[src/rtl/mips_mem_pkg.sv]
// Shared encodings for the data-memory load/store path: access sizes, LSU states, word width.
package mips_mem_pkg;

  localparam int WORD_W = 32;

  typedef enum logic [1:0] {
    SZ_BYTE = 2'b00,
    SZ_HALF = 2'b01,
    SZ_WORD = 2'b10,
    SZ_RSVD = 2'b11
  } size_t;

  typedef enum logic {
    LSU_IDLE      = 1'b0,
    LSU_RMW_WRITE = 1'b1
  } lsu_state_t;

  // Reserved size encoding is handled exactly like a word access.
  function automatic size_t eff_size(input logic [1:0] sz);
    return (sz == 2'b11) ? SZ_WORD : size_t'(sz);
  endfunction

endpackage

[src/rtl/lsu_subword_ctrl_if.sv]
// CPU request/response and data-memory port bundle for the load/store controller.
interface lsu_subword_ctrl_if;
  logic        req_valid;
  logic        req_we;
  logic [1:0]  req_size;
  logic        req_unsigned;
  logic [31:0] req_addr;
  logic [31:0] req_wdata;
  logic [31:0] rdata;
  logic        stall;
  logic        misalign;
  logic [31:0] mem_addr;
  logic [31:0] mem_wd;
  logic        mem_we;
  logic [31:0] mem_rd;

  modport master (
    output req_valid, req_we, req_size, req_unsigned, req_addr, req_wdata, mem_rd,
    input  rdata, stall, misalign, mem_addr, mem_wd, mem_we
  );

  modport slave (
    input  req_valid, req_we, req_size, req_unsigned, req_addr, req_wdata, mem_rd,
    output rdata, stall, misalign, mem_addr, mem_wd, mem_we
  );
endinterface

[src/rtl/lsu_lane_align.sv]
// Combinational lane logic: load extract/extend and store lane merge, endianness selectable.
module lsu_lane_align
  import mips_mem_pkg::*;
#(
  parameter int BIG_ENDIAN = 0
) (
  input  size_t              size,
  input  logic               zero_ext,
  input  logic [1:0]         offset,
  input  logic [WORD_W-1:0]  word,
  input  logic [WORD_W-1:0]  wdata,
  output logic [WORD_W-1:0]  load_data,
  output logic [WORD_W-1:0]  merged
);

  logic [1:0]        lane;
  logic [4:0]        shamt;
  logic [WORD_W-1:0] shifted;
  logic [WORD_W-1:0] mask;

  always_comb begin
    // Physical byte lane of the lowest addressed byte of the access.
    if (size == SZ_HALF)
      lane = (BIG_ENDIAN != 0) ? {~offset[1], 1'b0} : {offset[1], 1'b0};
    else
      lane = (BIG_ENDIAN != 0) ? ~offset : offset;
    shamt     = {lane, 3'b000};
    shifted   = word >> shamt;
    mask      = '0;
    load_data = word;
    merged    = wdata;
    case (size)
      SZ_BYTE: begin
        load_data = {{24{~zero_ext & shifted[7]}}, shifted[7:0]};
        mask      = 32'h0000_00FF << shamt;
        merged    = (word & ~mask) | ({24'b0, wdata[7:0]} << shamt);
      end
      SZ_HALF: begin
        load_data = {{16{~zero_ext & shifted[15]}}, shifted[15:0]};
        mask      = 32'h0000_FFFF << shamt;
        merged    = (word & ~mask) | ({16'b0, wdata[15:0]} << shamt);
      end
      default: begin
        load_data = word;
        merged    = wdata;
      end
    endcase
  end

endmodule

[src/rtl/lsu_subword_ctrl.sv]
// Load/store controller: word passthrough, sub-word loads, 2-cycle RMW sub-word stores.
// Optional misalignment trap with sticky flag enabled by LSU_MISALIGN_TRAP_EN.
module lsu_subword_ctrl
  import mips_mem_pkg::*;
#(
  parameter int MEM_WORDS  = 64,
  parameter int BIG_ENDIAN = 0
) (
  input  logic                clk,
  input  logic                rst,
  lsu_subword_ctrl_if.slave   bus
);

  lsu_state_t        state, state_next;
  logic [WORD_W-1:0] merge_q, merge_d;
  size_t             size;
  logic [1:0]        offset;
  logic              mis_req;
  logic              in_range;
  logic              ok;
  logic [WORD_W-1:0] load_data, merged;
  logic              mem_we, stall;
  logic [WORD_W-1:0] mem_wd, rdata;

  assign size     = eff_size(bus.req_size);
  assign in_range = bus.req_addr[31:2] < 30'(MEM_WORDS);

`ifdef LSU_MISALIGN_TRAP_EN
  logic misalign_seen;

  assign mis_req = bus.req_valid &&
                   ((size == SZ_HALF && bus.req_addr[0]) ||
                    (size == SZ_WORD && bus.req_addr[1:0] != 2'b00));
  assign offset       = bus.req_addr[1:0];
  assign bus.misalign = !rst && (mis_req || misalign_seen);

  always_ff @(posedge clk) begin
    if (rst)          misalign_seen <= 1'b0;
    else if (mis_req) misalign_seen <= 1'b1;
  end
`else
  assign mis_req = 1'b0;
  // Misaligned half/word accesses are silently forced to their natural alignment.
  assign offset = (size == SZ_WORD) ? 2'b00 :
                  (size == SZ_HALF) ? {bus.req_addr[1], 1'b0} : bus.req_addr[1:0];
  assign bus.misalign = 1'b0;
`endif

  assign ok = bus.req_valid && !mis_req && in_range;

  lsu_lane_align #(.BIG_ENDIAN(BIG_ENDIAN)) u_align (
    .size      (size),
    .zero_ext  (bus.req_unsigned),
    .offset    (offset),
    .word      (bus.mem_rd),
    .wdata     (bus.req_wdata),
    .load_data (load_data),
    .merged    (merged)
  );

  always_ff @(posedge clk) begin
    if (rst) begin
      state   <= LSU_IDLE;
      merge_q <= '0;
    end else begin
      state   <= state_next;
      merge_q <= merge_d;
    end
  end

  always_comb begin
    state_next = state;
    merge_d    = merge_q;
    mem_we     = 1'b0;
    mem_wd     = bus.req_wdata;
    stall      = 1'b0;
    rdata      = '0;
    case (state)
      LSU_IDLE: begin
        if (ok) begin
          if (!bus.req_we) begin
            rdata = load_data;
          end else if (size == SZ_WORD) begin
            mem_we = 1'b1;
          end else begin
            stall      = 1'b1;
            merge_d    = merged;
            state_next = LSU_RMW_WRITE;
          end
        end
      end
      LSU_RMW_WRITE: begin
        // Completes even if req_valid dropped; mem_wd comes only from the register.
        mem_we     = 1'b1;
        mem_wd     = merge_q;
        state_next = LSU_IDLE;
      end
      default: state_next = LSU_IDLE;
    endcase
    if (rst) begin
      mem_we = 1'b0;
      stall  = 1'b0;
    end
  end

  assign bus.mem_addr = {bus.req_addr[31:2], 2'b00};
  assign bus.mem_wd   = mem_wd;
  assign bus.mem_we   = mem_we;
  assign bus.stall    = stall;
  assign bus.rdata    = rdata;

endmodule

[src/flat_wrapper.sv]
// flat-port wrapper written by rule: the top's interface ports become plain ports
module lsu_subword_ctrl_flat import mips_mem_pkg::*;
#(
  parameter int MEM_WORDS  = 64,
  parameter int BIG_ENDIAN = 0
)
  (clk, rst, bus_req_valid, bus_req_we, bus_req_size, bus_req_unsigned, bus_req_addr, bus_req_wdata, bus_mem_rd, bus_rdata, bus_stall, bus_misalign, bus_mem_addr, bus_mem_wd, bus_mem_we);
  lsu_subword_ctrl_if bus_i ();
  input  logic clk;
  input  logic rst;
  input wire logic [$bits(bus_i.req_valid)-1:0] bus_req_valid;
  input wire logic [$bits(bus_i.req_we)-1:0] bus_req_we;
  input wire logic [$bits(bus_i.req_size)-1:0] bus_req_size;
  input wire logic [$bits(bus_i.req_unsigned)-1:0] bus_req_unsigned;
  input wire logic [$bits(bus_i.req_addr)-1:0] bus_req_addr;
  input wire logic [$bits(bus_i.req_wdata)-1:0] bus_req_wdata;
  input wire logic [$bits(bus_i.mem_rd)-1:0] bus_mem_rd;
  output wire logic [$bits(bus_i.rdata)-1:0] bus_rdata;
  output wire logic [$bits(bus_i.stall)-1:0] bus_stall;
  output wire logic [$bits(bus_i.misalign)-1:0] bus_misalign;
  output wire logic [$bits(bus_i.mem_addr)-1:0] bus_mem_addr;
  output wire logic [$bits(bus_i.mem_wd)-1:0] bus_mem_wd;
  output wire logic [$bits(bus_i.mem_we)-1:0] bus_mem_we;
  assign bus_i.req_valid = bus_req_valid;
  assign bus_i.req_we = bus_req_we;
  assign bus_i.req_size = bus_req_size;
  assign bus_i.req_unsigned = bus_req_unsigned;
  assign bus_i.req_addr = bus_req_addr;
  assign bus_i.req_wdata = bus_req_wdata;
  assign bus_i.mem_rd = bus_mem_rd;
  assign bus_rdata = bus_i.rdata;
  assign bus_stall = bus_i.stall;
  assign bus_misalign = bus_i.misalign;
  assign bus_mem_addr = bus_i.mem_addr;
  assign bus_mem_wd = bus_i.mem_wd;
  assign bus_mem_we = bus_i.mem_we;
  lsu_subword_ctrl #(.MEM_WORDS(MEM_WORDS), .BIG_ENDIAN(BIG_ENDIAN)) u_core (.clk(clk), .rst(rst), .bus(bus_i));
endmodule
[config.mk]
export PLATFORM = sky130hd
export DESIGN_NAME = lsu_subword_ctrl_flat
export DESIGN_NICKNAME = d
export VERILOG_FILES = /design/src/rtl/mips_mem_pkg.sv /design/src/rtl/lsu_subword_ctrl_if.sv /design/src/rtl/lsu_lane_align.sv /design/src/rtl/lsu_subword_ctrl.sv /design/src/flat_wrapper.sv
export SDC_FILE = /design/constraint.sdc
export NUM_CORES = 1
export LEC_CHECK = 0
export ABC_AREA = 1
export BUFFER_PORTS_ARGS = -buffer_cell sky130_fd_sc_hd__buf_4
export CORE_MARGIN = 2
export CORE_UTILIZATION = 30
export DETAILED_ROUTE_END_ITERATION = 12
export SETUP_SLACK_MARGIN = 0.5
export SLEW_MARGIN = 10
export SYNTH_ARGS = -nofsm -noshare
export SYNTH_HDL_FRONTEND = slang
export SYNTH_HIERARCHICAL = 1
export SYNTH_SLANG_ARGS = --single-unit
[constraint.sdc]
create_clock -name clk -period 3.2 [get_ports clk]
set_input_delay 0.48 -clock clk [delete_from_list [all_inputs] [get_ports clk]]
set_output_delay 0.48 -clock clk [all_outputs]
set_load 0.1 [all_outputs]
## Word-level counts from Yosys, hierarchy flattened

Index checks and enable logic that the tools add are counted.

- Equality and inequality tests: 3
- $mul: 0
- Divide/modulo/power cells: 0
- Bitwise operators: 11
- Multiplexer cells: 21
- Add/subtract/negate cells: 0
- $lt $le $gt $ge: 1
- Shift-type cells: 5
- Reduce and logical (&&, ||, !) cells: 3

Operators with widths:

| operator | count |
|---|---|
| 32-bit 2-to-1 mux | 4 |
| 32-bit case mux with 2 select lines | 2 |
| 32-bit bitwise AND | 2 |
| 32-bit NOT | 2 |
| 32-bit bitwise OR | 2 |
| 16-bit by 5-bit left shift with 32-bit output | 1 |
| 16-bit by 5-bit left shift with 32-bit output (first input constant) | 1 |
| 8-bit by 5-bit left shift with 32-bit output | 1 |
| 8-bit by 5-bit left shift with 32-bit output (first input constant) | 1 |
| 32-bit by 5-bit >> shifter with 16-bit output | 1 |
| 30-bit by 7-bit < comparator with 1-bit output (second input constant) | 1 |
| 1-bit 2-to-1 mux | 11 |
| 2-bit == test (second input constant) | 2 |
| 2-bit 2-to-1 mux | 2 |
| 1-bit case mux with 2 select lines | 2 |
| 4-bit AND reduction | 1 |
| 1-bit NOT | 3 |
| 1-bit bitwise AND | 2 |
| 2-bit by 1-bit == test with 1-bit output (second input constant) | 1 |
| 2-bit logical NOT | 1 |
| 1-bit logical AND | 1 |

- Word-level logic and storage cells: 46
- Output and inout bits: 99
- Memory bits (read-only): 0
- Memories kept: 0
- Register bits after elaboration: 33
- Bits in latches: 0
- RAM bits: 0
- Input port bits: 103

## Depth between registers and ports, before layout

- Depth in word-level cells: 12
- Mapped depth: 16
- Mapped depth without buffers: 14

## Hierarchy

Netlist, hierarchy kept.

Modules (own cells, without submodules):

| module | instances | area an instance (um2) | sequential area each (um2) | cells each |
|---|---|---|---|---|
| lsu_subword_ctrl | 1 | 2751.4 | 660.6 | 506 |
| lsu_lane_align | 1 | 2119.5 | 0.0 | 465 |

## Worst setup path before layout

OpenSTA, ideal clock, no wires.

- Path type: input to output
- From: in bus_req_size[0]
- To: out bus_rdata[16]
- Buffers on the path: 1
- Required time: 2.720 ns
- Stages on the path: 8
- Arrival time: 2.979 ns
- Setup slack: -0.259 ns
- Path through: nor3b_1 nand2_2 nand3_1 nand3b_4 buf_2 nand3_1 nand2_1 nor2_1

- Word-level cells in the longest chain between the ends: 12
- Elaborated cells between the ends (all ways): 15
- Those cells by class: eq/ne: 3; shift: 1; mux: 8; bitwise: 2; reduce/logical: 1

RTL lines:

| item | line | source |
|---|---|---|
| start, declared | flat_wrapper.sv:13 | `input wire logic [$bits(bus_i.req_size)-1:0] bus_req_size;` |
| 2-bit == test | mips_mem_pkg.sv:20 | `return (sz == 2'b11) ? SZ_WORD : size_t'(sz);` |
| 2-bit 2-to-1 mux (*) | mips_mem_pkg.sv:20 |  |
| 2-bit by 1-bit == test with 1-bit output | lsu_lane_align.sv:23, lsu_lane_align.sv:32, lsu_subword_ctrl.sv:45 |  |
| 1-bit 2-to-1 mux | lsu_subword_ctrl.sv:45 | `(size == SZ_HALF) ? {bus.req_addr[1], 1'b0} : bus.req_addr[1:0];` |
| 2-bit 2-to-1 mux | lsu_subword_ctrl.sv:44 | `assign offset = (size == SZ_WORD) ? 2'b00 :` |
| 1-bit 2-to-1 mux | lsu_lane_align.sv:23 | `if (size == SZ_HALF)` |
| 32-bit by 5-bit >> shifter with 16-bit output | lsu_lane_align.sv:28 | `shifted = word >> shamt;` |
| 1-bit bitwise AND, on equally long branches | lsu_lane_align.sv:39, lsu_lane_align.sv:34 |  |
| 32-bit case mux with 2 select lines (*) | lsu_lane_align.sv:32 | `case (size)` |
| via u_core.load_data[16] | lsu_subword_ctrl.sv:21 | `logic [WORD_W-1:0] load_data, merged;` |
| 32-bit 2-to-1 mux (*) | lsu_subword_ctrl.sv:81 | `if (!bus.req_we) begin` |
| 32-bit 2-to-1 mux (*) | lsu_subword_ctrl.sv:80 | `if (ok) begin` |
| 32-bit 2-to-1 mux (*) | lsu_subword_ctrl.sv:78 | `case (state)` |
| end, declared | flat_wrapper.sv:18 | `output wire logic [$bits(bus_i.rdata)-1:0] bus_rdata;` |

Mark *: on every way through the listed nets, which the timed path passes. The rest lies on a longest branch.

## Final worst setup path

- From: in bus_req_size[1]
- To: out bus_rdata[27]

- Word-level cells in the longest chain between the ends: 12
- Elaborated cells between the ends (all ways): 15
- Those cells by class: eq/ne: 3; shift: 1; mux: 8; bitwise: 2; reduce/logical: 1

RTL lines:

| item | line | source |
|---|---|---|
| 2-bit == test | mips_mem_pkg.sv:20 |  |
| 2-bit 2-to-1 mux (*) | mips_mem_pkg.sv:20 |  |
| 2-bit by 1-bit == test with 1-bit output | lsu_subword_ctrl.sv:45 |  |
| 1-bit 2-to-1 mux | lsu_subword_ctrl.sv:45 |  |
| 2-bit 2-to-1 mux (*) | lsu_subword_ctrl.sv:44 |  |
| via u_core.offset[0] | lsu_subword_ctrl.sv:17 | `logic [1:0] offset;` |
| 1-bit 2-to-1 mux (*) | lsu_lane_align.sv:23 |  |
| 32-bit by 5-bit >> shifter with 16-bit output (*) | lsu_lane_align.sv:28 |  |
| 1-bit bitwise AND, on equally long branches | lsu_lane_align.sv:39, lsu_lane_align.sv:34 |  |
| 32-bit case mux with 2 select lines (*) | lsu_lane_align.sv:32 |  |
| via u_core.load_data[27] | lsu_subword_ctrl.sv:21 |  |
| 32-bit 2-to-1 mux (*) | lsu_subword_ctrl.sv:81 |  |
| 32-bit 2-to-1 mux (*) | lsu_subword_ctrl.sv:80 |  |
| 32-bit 2-to-1 mux (*) | lsu_subword_ctrl.sv:78 |  |

Marks and branches as above.

==> impl_metrics.csv <==
group,metric,value,unit
finish,nNetsFinal,1194,
sta,fin_tns_setup,0,ps
clock_network,clk_pin_slew_worst_paths,50,ps
worst_setup_path,setup.worst_path.class,"input port to output port",
route,vias,6243,
worst_setup_path,setup.reg_to_reg.worst_slack,1510,ps
finish,area_growth,36.6,%
floorplanning,die-area,0.0173,mm²
sta,min_period,2580,ps
hold_path,hold_class,"input port to flop",
run_status,run_status,"finished clean",
sta,whs,391,ps
yosys,synth_ff_type,"dfxtp_1",
sta,timing.fmax,0.387,GHz
sta,finClkSkew,0.985,ps
yosys,netlist_area,0.00487,mm²
route,vias_per_cell,4.78,
worst_setup_path,end_kind,"output port",
power,cellLeakagePower,3.42,nW
clock_network,clk_latency,280,ps
worst_setup_path,r2r-end,"u_core/merge_q[23]",
hold_path,whs_path_depth,2,
power,vdd_drop_max,0.175,mV
route,wl,18.2,mm
placed_design,port-buffer-count,186,
clock_network,clock_path_buffers,2,
yosys,seq_area_frac_synth,0.136,
worst_setup_path,timing.rr.start,"u_core/state",
clock_network,tritoncts,"done",
clock_network,cts-htree-levels,2,
job,cap_viol_max_count,0,
route,dr.pass1.iters,5,
clock_network,numCtsBuffers,5,
route,post_drt_wl_per_cell,14.0,µm
yosys,yosys-top-cells-area,"nand2_1 (24%), dfxtp_1 (14%), nor2_1 (11%), nand3_1 (10%), inv_1 (8.7%)",
sta,hold_viol_final,0,
floorplanning,die_h,131,µm
sta,setup_violations,0,
yosys,syn_avg_cell_area,5.02,µm²
route,drc,0,
sta,rsz0062_at_grt,"true",
worst_setup_path,crit_required,2720,ps
yosys,ys_seq_elements,33,
floorplanning,io_pins,202,
worst_setup_path,reg2regPathDepth,7,
worst_setup_path,cp_max_fo,19,
worst_setup_path,crit_arrival,2100,ps
worst_setup_path,cp_num_buf_inv,3,
grt,grt_max_degree,48,
grt,grt_overflow_total,0,
grt,grt_pass1_wl,28.9,mm
worst_setup_path,crit_chain,"buf_4 -> nor3b_4 -> buf_4 -> nand2_8 -> nand3_1 -> nand3b_4 -> nand3_1 -> nand2_1 -> nor2_2 -> buf_6",
floorplanning,coreArea,0.0159,mm²
clock_network,cts_root_buf,"clkbuf_16",
floorplanning,rows,46,
finish,fillers,1816,
yosys,yosys_warnings,6,
yosys,synthArstFlopShare,0,
route,postRouteAntennaNets,0,
hold_path,hold_start,"rst",
hold_path,hold-path-endpoint,"u_core/state",
clock_network,cts_sinks,33,
finish,num_antenna_cells,0,
worst_setup_path,path_delay_family,"simple AND/OR/NAND/NOR gates",
worst_setup_path,cp_slowest_cell,"buf_6",
yosys,post-synth-top-area-cell,"nand2_1",
worst_setup_path,setup.worst_path.start_class,"input port",
placed_design,gp_congestion,0.924,
yosys,synth.top_cell.area_share,0.239,
yosys,synth_edf_count,0,
yosys,yosysUniqueCellTypes,30,
yosys,netlist_instances,971,
floorplanning,start_util,0.307,
floorplanning,die_x,131,µm
sta,fin_crit_sh,0.808,
sta,drv_slew,0,
placed_design,dp_hpwl,14.3,mm
finish,drive_gt1_frac,0.246,
grt,antenna_found_initial,0,
grt,grt_usage,0.203,
route,drtIter0Drc,499,
power,pwr_density_cell,267,mW/mm²
grt,grt_pass1_vias,5474,
worst_setup_path,cpPeakStageDelay,240,ps
-- routing by layer --
layer	part of all wire	GRT usage
met1	0.46	0.287
met4	0.021	0.0664
met2	0.45	0.316
met5	0	0
met3	0.072	0.0293
-- cells by family after synthesis --
group	after synthesis	share of synthesized area
flops	33	0.136
fa+ha+maj	2	0.00514
other cells	1	0.000770
compound gates	88	0.0930
buf+inv	215	0.207
simple gates	632	0.558
-- layout by cell type (no fill, tap or decap), drive strengths merged --
cell type,count
nand2,313
buf,209
nor2,147
inv,114
nand3,102
nand4,54
o21ai,52
a21oi,35
dfxtp,33
clkbuf,7
or2,5
conb,3
nor3,3
nor3b,3
or3,2
ha,2
clkinv,1
and2,1
and3,1
nand3b,1
a31oi,1
-- timing repair --
action / CTS / global route
pin swaps: 0 / 2
setup buffers: 0 / 1
hold buffers: 0 / 0
endpoints found under the setup margin: 32 / 30
gates resized for setup: 31 / 9
-- through the flow --
step | instance area (µm²) | power, W | setup WS (ps) | utilization | instances
6_report | 6650 | 0.00178 | 615 | 0.419 | 1305
5_1_grt | 6650 | 0.00187 | 471 | 0.419 | 1305
4_1_cts | 6610 | 0.00179 | 502 | 0.416 | 1304
3_5_place_dp | 6350 | 0.00129 | 321 | 0.400 | 1297
3_3_place_gp | 6350 | 0.00129 | 283 | 0.400 | 1297
2_1_floorplan | 5070 | 0.00108 | -177 | - | 973
-- Yosys cell counts (3+ instances only) --
master / number
a21oi_1: 34
buf_1: 9
buf_2: 21
buf_4: 37
buf_6: 5
clkbuf_1: 28
dfxtp_1: 33
inv_1: 113
nand2_1: 310
nand2_2: 3
nand3_1: 99
nand3_2: 3
nand4_1: 54
nor2_1: 146
nor3_1: 3
nor3b_1: 3
o21ai_0: 48
o21ai_1: 4
or2_2: 4
-- sequential cells by signal, indices dropped and copies added (netlist names) --
signal / cells
u_core/merge_q: 32
u_core/state: 1
-- how the worst max path moves through the flow --
stage	end	from	depth (start not counted)	slack [ps]
6_report	bus_rdata[27]	bus_req_size[1]	10	620
5_1_grt	bus_rdata[24]	bus_req_size[1]	10	470
4_1_cts	bus_rdata[1]	bus_req_size[1]	12	500
3_5_place_dp	bus_rdata[17]	bus_req_addr[11]	9	320
3_3_place_gp	bus_rdata[24]	bus_req_addr[11]	9	280
2_1_floorplan	bus_mem_wd[0]	u_core/state	4	-180
-- worst reg2reg max path, delay by kind of cell (launching register included) --
kind	cells	cell delay, ps
AND/OR/NAND/NOR	4	660
buffers and inverters	3	630
flip-flops	1	350
-- report_power, final --
| group | internal, W | switching, W | total [W] | leakage [nW] |
|---|---|---|---|---|
| registers | 0.000411 | 0.00000000000215 | 0.000411 | 0.266 |
| clock network | 0.000306 | 0.000180 | 0.000486 | 0.0700 |
| logic | 0.000253 | 0.000630 | 0.000883 | 3.08 |
-- area by class of cell --
cell class	count	area, µm²	share of cell area
clock buffers	7	143	0.0214
inverters	115	438	0.0658
multi-input cells	725	3450	0.519
flip-flops and latches	33	661	0.0993
well taps	216	270	0.0406
repair buffers	209	1690	0.254
Power figures use the tool's default switching activity.
